`src/rtl/mult_share_arbiter.sv`:
```
// Round-robin front end that shares one external fixed-latency 32x32 multiplier
// among NUM_REQ clients and returns ID-tagged products through a show-ahead FIFO.
module mult_share_arbiter #(
    parameter int NUM_REQ    = 4,
    parameter int MUL_LAT    = 2,
    parameter int FIFO_DEPTH = 8,
    localparam int ID_W      = $clog2(NUM_REQ)
) (
    input  logic                  clk,
    input  logic                  rst,
    input  logic [NUM_REQ-1:0]    req_valid,
    output logic [NUM_REQ-1:0]    req_ready,
    input  logic [32*NUM_REQ-1:0] req_a,
    input  logic [32*NUM_REQ-1:0] req_b,
    output logic                  mul_start,
    output logic signed [31:0]    mul_a,
    output logic signed [31:0]    mul_b,
    input  logic signed [31:0]    mul_result,
    output logic                  rsp_valid,
    input  logic                  rsp_ready,
    output logic [ID_W-1:0]       rsp_id,
    output logic signed [31:0]    rsp_result,
    output logic                  busy
);

    localparam int PTR_W = (FIFO_DEPTH > 1) ? $clog2(FIFO_DEPTH) : 1;
    localparam int CNT_W = $clog2(FIFO_DEPTH + 1);
    localparam int ENT_W = ID_W + 32;

    logic [ID_W-1:0]    rr_ptr_q, rr_ptr_d;
    logic               mul_start_q, mul_start_d;
    logic signed [31:0] mul_a_q, mul_a_d;
    logic signed [31:0] mul_b_q, mul_b_d;
    logic [MUL_LAT:0]   tag_vld_q, tag_vld_d;
    logic [ID_W-1:0]    tag_id_q [MUL_LAT+1];
    logic [ID_W-1:0]    tag_id_d [MUL_LAT+1];
    logic [ENT_W-1:0]   mem_q [FIFO_DEPTH];
    logic [ENT_W-1:0]   mem_d [FIFO_DEPTH];
    logic [PTR_W-1:0]   wr_ptr_q, wr_ptr_d;
    logic [PTR_W-1:0]   rd_ptr_q, rd_ptr_d;
    logic [CNT_W-1:0]   fifo_cnt_q, fifo_cnt_d;
    logic [CNT_W-1:0]   inflight_q, inflight_d;

    logic               grant_vld;
    logic [ID_W-1:0]    grant_id;
    logic signed [31:0] sel_a, sel_b;
    logic               credit_ok;
    logic               hs;
    logic               wr_en;
    logic               pop;
    logic [ENT_W-1:0]   head;

    // Round-robin search: first valid requester at or after the pointer.
    always_comb begin
        logic [ID_W:0] slot;
        grant_vld = 1'b0;
        grant_id  = '0;
        slot      = '0;
        for (int k = 0; k < NUM_REQ; k++) begin
            slot = {1'b0, rr_ptr_q} + (ID_W+1)'(k);
            if (slot >= (ID_W+1)'(NUM_REQ)) slot = slot - (ID_W+1)'(NUM_REQ);
            if (!grant_vld && req_valid[slot[ID_W-1:0]]) begin
                grant_vld = 1'b1;
                grant_id  = slot[ID_W-1:0];
            end
        end
    end

    always_comb begin
        sel_a = '0;
        sel_b = '0;
        for (int k = 0; k < NUM_REQ; k++) begin
            if (grant_id == ID_W'(k)) begin
                sel_a = req_a[32*k +: 32];
                sel_b = req_b[32*k +: 32];
            end
        end
    end

    // Every accepted request owns a FIFO slot until popped, so writes can never overflow.
    assign credit_ok = ({1'b0, inflight_q} + {1'b0, fifo_cnt_q}) < (CNT_W+1)'(FIFO_DEPTH);
    assign hs        = grant_vld & credit_ok & ~rst;
    assign req_ready = hs ? (NUM_REQ'(1) << grant_id) : '0;

    assign wr_en     = tag_vld_q[MUL_LAT];
    assign rsp_valid = (fifo_cnt_q != '0);
    assign pop       = rsp_valid & rsp_ready;

    always_comb begin
        rr_ptr_d = rr_ptr_q;
        if (hs) rr_ptr_d = (grant_id == ID_W'(NUM_REQ-1)) ? '0 : grant_id + ID_W'(1);

        mul_start_d = hs;
        mul_a_d     = hs ? sel_a : mul_a_q;
        mul_b_d     = hs ? sel_b : mul_b_q;

        // Tag stage MUL_LAT lines up with the cycle mul_result carries this request's product.
        tag_vld_d   = {tag_vld_q[MUL_LAT-1:0], hs};
        tag_id_d[0] = grant_id;
        for (int s = 1; s <= MUL_LAT; s++) tag_id_d[s] = tag_id_q[s-1];

        mem_d    = mem_q;
        wr_ptr_d = wr_ptr_q;
        rd_ptr_d = rd_ptr_q;
        if (wr_en) begin
            mem_d[wr_ptr_q] = {tag_id_q[MUL_LAT], mul_result};
            wr_ptr_d = (wr_ptr_q == PTR_W'(FIFO_DEPTH-1)) ? '0 : wr_ptr_q + PTR_W'(1);
        end
        if (pop) rd_ptr_d = (rd_ptr_q == PTR_W'(FIFO_DEPTH-1)) ? '0 : rd_ptr_q + PTR_W'(1);

        fifo_cnt_d = fifo_cnt_q + CNT_W'(wr_en) - CNT_W'(pop);
        inflight_d = inflight_q + CNT_W'(hs) - CNT_W'(wr_en);
    end

    always_ff @(posedge clk) begin
        if (rst) begin
            rr_ptr_q    <= '0;
            mul_start_q <= 1'b0;
            mul_a_q     <= '0;
            mul_b_q     <= '0;
            tag_vld_q   <= '0;
            wr_ptr_q    <= '0;
            rd_ptr_q    <= '0;
            fifo_cnt_q  <= '0;
            inflight_q  <= '0;
        end else begin
            rr_ptr_q    <= rr_ptr_d;
            mul_start_q <= mul_start_d;
            mul_a_q     <= mul_a_d;
            mul_b_q     <= mul_b_d;
            tag_vld_q   <= tag_vld_d;
            wr_ptr_q    <= wr_ptr_d;
            rd_ptr_q    <= rd_ptr_d;
            fifo_cnt_q  <= fifo_cnt_d;
            inflight_q  <= inflight_d;
        end
    end

    // Payload storage needs no reset; the valid bits and counters qualify it.
    always_ff @(posedge clk) begin
        tag_id_q <= tag_id_d;
        mem_q    <= mem_d;
    end

    assign head       = mem_q[rd_ptr_q];
    assign rsp_id     = rsp_valid ? head[ENT_W-1:32] : '0;
    assign rsp_result = rsp_valid ? $signed(head[31:0]) : '0;
    assign busy       = (inflight_q != '0) | (fifo_cnt_q != '0);
    assign mul_start  = mul_start_q;
    assign mul_a      = mul_a_q;
    assign mul_b      = mul_b_q;

endmodule

```
`config.mk`:
```
export PLATFORM = sky130hd
export DESIGN_NAME = mult_share_arbiter
export DESIGN_NICKNAME = d
export VERILOG_FILES = /design/src/rtl/mult_share_arbiter.sv
export SDC_FILE = /design/constraint.sdc
export NUM_CORES = 1
export LEC_CHECK = 0
export CAP_MARGIN = 20
export CORE_MARGIN = 2
export CORE_UTILIZATION = 51
export CTS_BUF_LIST = sky130_fd_sc_hd__clkbuf_4 sky130_fd_sc_hd__clkbuf_8
export CTS_CLUSTER_DIAMETER = 60
export DETAILED_ROUTE_END_ITERATION = 10
export PLACE_DENSITY = 0.83
export SLEW_MARGIN = 20
export SYNTH_ARGS = -nofsm -noshare
export SYNTH_HDL_FRONTEND = slang
export SYNTH_SLANG_ARGS = --single-unit
```
`constraint.sdc`:
```
create_clock -name clk -period 4.1 [get_ports clk]
set_input_delay 0.82 -clock clk [delete_from_list [all_inputs] [get_ports clk]]
set_output_delay 0.82 -clock clk [all_outputs]
set_load 0.02 [all_outputs]
```
==> metrics.cfg <==
[clock_tree]
clkTransAtPathRegs_ns=0.07
cts.path.max_buffers=3
hold_buffers=0
cts-root-buf=clkbuf_8
numCtsBuffers=56
clkSinkCount=361
cts_tree=done
htree_levels=2
clk_latency_ns=0.59

[hold_path]
hold_depth=0
worstHoldStart=tag_id_d[1]
whs_endpoint=tag_id_q[1]
hp-class=reg -> reg

[worst_setup_path]
startpoint_type=primary input
ff2ff_setup_slack_ns=1.11
critPathCaptureType=output port
critPathLaunch=req_valid[1]
crit_fanout=5
crit_required_ns=3.28
reg2regPathDepth=13
crit_type=in -> out
r2r_start=fifo_cnt_q[2]
cp.arrival_ns=3.15
r2r_end=fifo_cnt_q[2]

[routing]
dr.pass1.iters=5
initialDrtViolationCount=909
routed_wl_mm=46.32
viasPerCell=5.754
ant_nets=0
drcViolationCount=0
wire_per_inst_um=23.19
vias=11490

[placed_design]
post-place-ws_ns=0.1695
port_buffers=399
dp_hpwl_mm=31.73
routabilityCongestion=0.9237
dp_cells=1883

[synthesis]
async_flop_share=0
syn_avg_cell_area_sq_um=13.75
synth-seq-cells=361
synthFlopType=edfxtp_1
synthTopCellsByArea=edfxtp_1 51%, dfxtp_1 11%, mux4_2 9.6%
synth_top_area_frac=0.5131
ys.warnings.count=0
synth_edf_count=272
synthCells=1158
synth_top_cells_by_count=272 x edfxtp_1, 89 x dfxtp_1, 76 x o21ai_0, 69 x nand2_1
synth_area_leader_cell=edfxtp_1
syn_area_sq_um=15920
synth_nets=1476
synth.distinct_cells=41
ys_seq_area_frac=0.6250
yosysMostFrequentCell=edfxtp_1

[floorplanning]
die_h_um=180.7
die_x_um=180.7
core_area_sq_um=30670
die-area_sq_um=32640
initial_utilization=0.5191
rows=64
io_pins=400

[pwr]
power.density_nw_per_um2=643.3
seq_power_share=0.338
combPwrFrac=0.436
power.internal_mw=8.741
switching_share=0.3662
switching_power_mw=5.050
ir_drop_mv=0.4048
clock_power_share=0.226
power.leakage_nw=7.140

[global_routing]
overflow=0
grt_pass1_vias=11570
grt_max_degree=127
antenna_found_initial=12
grt_usage=0.2774
grt_pass1_wl_mm=68.57

[run_status]
status=finished, final reports clean

[layout]
layoutNonFillerInstCount=1997
fillCellCount=2076
drive_gt1_frac=0.1277
nNetsFinal=1864
syn2layout_area_growth_pct=34.68

[flow_run]
drv_cap=0

[sta]
slew_headroom=0.3312
skew_ns=0.02359
setup_violations=0
hold_violations=0
fin_ws_ns=0.1314
post-route-period-util=0.9679
rsz0062_at_grt=no
fin_crit_ns=3.969
drv_slew=0
setup_tns_ns=0
fmax_mhz=252.0
tightest_slew_ns=1.001

==> metrics by stage <==
stage | hold slack [ns] | area, sq um | power, mW | util
after global placement | 0.3146 | 20220 | 10.60 | 0.6594
after CTS | 0.3199 | 21390 | 13.83 | 0.6975
after floorplan | 0.3096 | 15920 | 8.371 | -
after global routing | 0.3270 | 21440 | 14.54 | 0.6990
after detailed placement | 0.3121 | 20220 | 10.70 | 0.6594
final | 0.3052 | 21440 | 13.79 | 0.6990
==> worst max path at each step <==
stage | endpoint | slack (ns) | depth (start not counted)
after floorplan | mem_q[238] | 0.70 | 2
after global placement | req_ready[1] | 0.20 | 7
after detailed placement | req_ready[1] | 0.17 | 7
after CTS | rsp_result[9] | 0.08 | 5
after global routing | req_ready[1] | 0.03 | 8
final | req_ready[1] | 0.13 | 7
==> cell type report <==
cell class              instances  area (sq um)  area share
flip-flops and latches        361          9956      0.4644
multi-input cells             678          5448      0.2541
repair buffers                426          4254      0.1984
clock buffers                  71         883.3     0.04120
well taps                     396         495.5     0.02311
clock inverters                31         286.5     0.01336
inverters                      23         88.84    0.004144
diodes                         11         27.53    0.001284
==> cell usage in the layout (no fill, tap or decap), drive strengths merged, types with 2 or more instances in the layout <==
cell type,instances
a221o,3
or3,2
clkinv,22
diode,11
xnor2,2
nand2b,4
a21o,2
bufinv,5
a22oi,65
o221ai,2
edfxtp,272
clkdlybuf4s50,398
mux2i,37
o21a,64
clkinvlp,3
nand2,69
ha,21
fa,2
nor3,2
xor2,2
clkbuf,71
nor2b,5
inv,24
mux4,68
nor2,56
o21ai,126
a21oi,68
buf,28
and2,3
dfxtp,89
nand3b,66
==> power groups by stage <==
| stage | clock [mW] | combinational, mW | sequential [mW] |
|---|---|---|---|
| after CTS | 3.17 | 5.98 | 4.68 |
| final | 3.11 | 6.02 | 4.66 |
| after global placement | 0 | 5.87 | 4.73 |
| after global routing | 3.32 | 6.51 | 4.71 |
| after detailed placement | 0 | 5.95 | 4.75 |
| after floorplan | 0 | 3.38 | 4.99 |
==> routing by layer <==
metal | global-route usage | up-vias | routed length, um
met4 | 0.1239 | 4 | 1860
li1 | - | 5239 | -
met2 | 0.4833 | 509 | 24180
met5 | 0 | - | 25
met1 | 0.3188 | 5652 | 16340
met3 | 0.07720 | 87 | 3909
==> critical path: stages <==
cell             delay, ns
clkdlybuf4s50_1       0.56
o221ai_1              0.16
a22oi_1               0.24
and2_1                0.26
ha_4                  0.17
and2_1                0.26
clkdlybuf4s50_1       0.67
==> flip-flops by register name (all words and copies together) (netlist names) <==
| signal | count |
|---|---|
| fifo_cnt_q | 4 |
| inflight_q | 4 |
| mem_q | 272 |
| mul_a | 32 |
| mul_b | 32 |
| rd_ptr_q | 3 |
| rr_ptr_q | 2 |
| tag_id_d | 4 |
| tag_id_q | 2 |
| tag_vld_q | 3 |
| wr_ptr_q | 3 |
==> repair_timing <==
action | 4_1_cts | 5_1_grt
buffers inserted | 0 | 1
gates resized for setup | 0 | 0
endpoints found under the setup margin | 0 | 5
==> kinds of logic (layout without fill, tap and decap cells) <==
| logic type | count (synthesis) | in the layout | synth area share |
|---|---|---|---|
| adders and majority gates | 23 | 23 | 0.01902 |
| DFF | 361 | 361 | 0.6250 |
| muxes | 105 | 105 | 0.1195 |
| other | 0 | 11 | 0 |
| xor gates and xnor gates | 4 | 4 | 0.002201 |
| AOI/OAI and AO/OA | 334 | 334 | 0.1277 |
| buffers and inverters | 119 | 551 | 0.03749 |
| and+or+nand+nor | 212 | 212 | 0.06909 |
(Power assumes the default switching activity.)
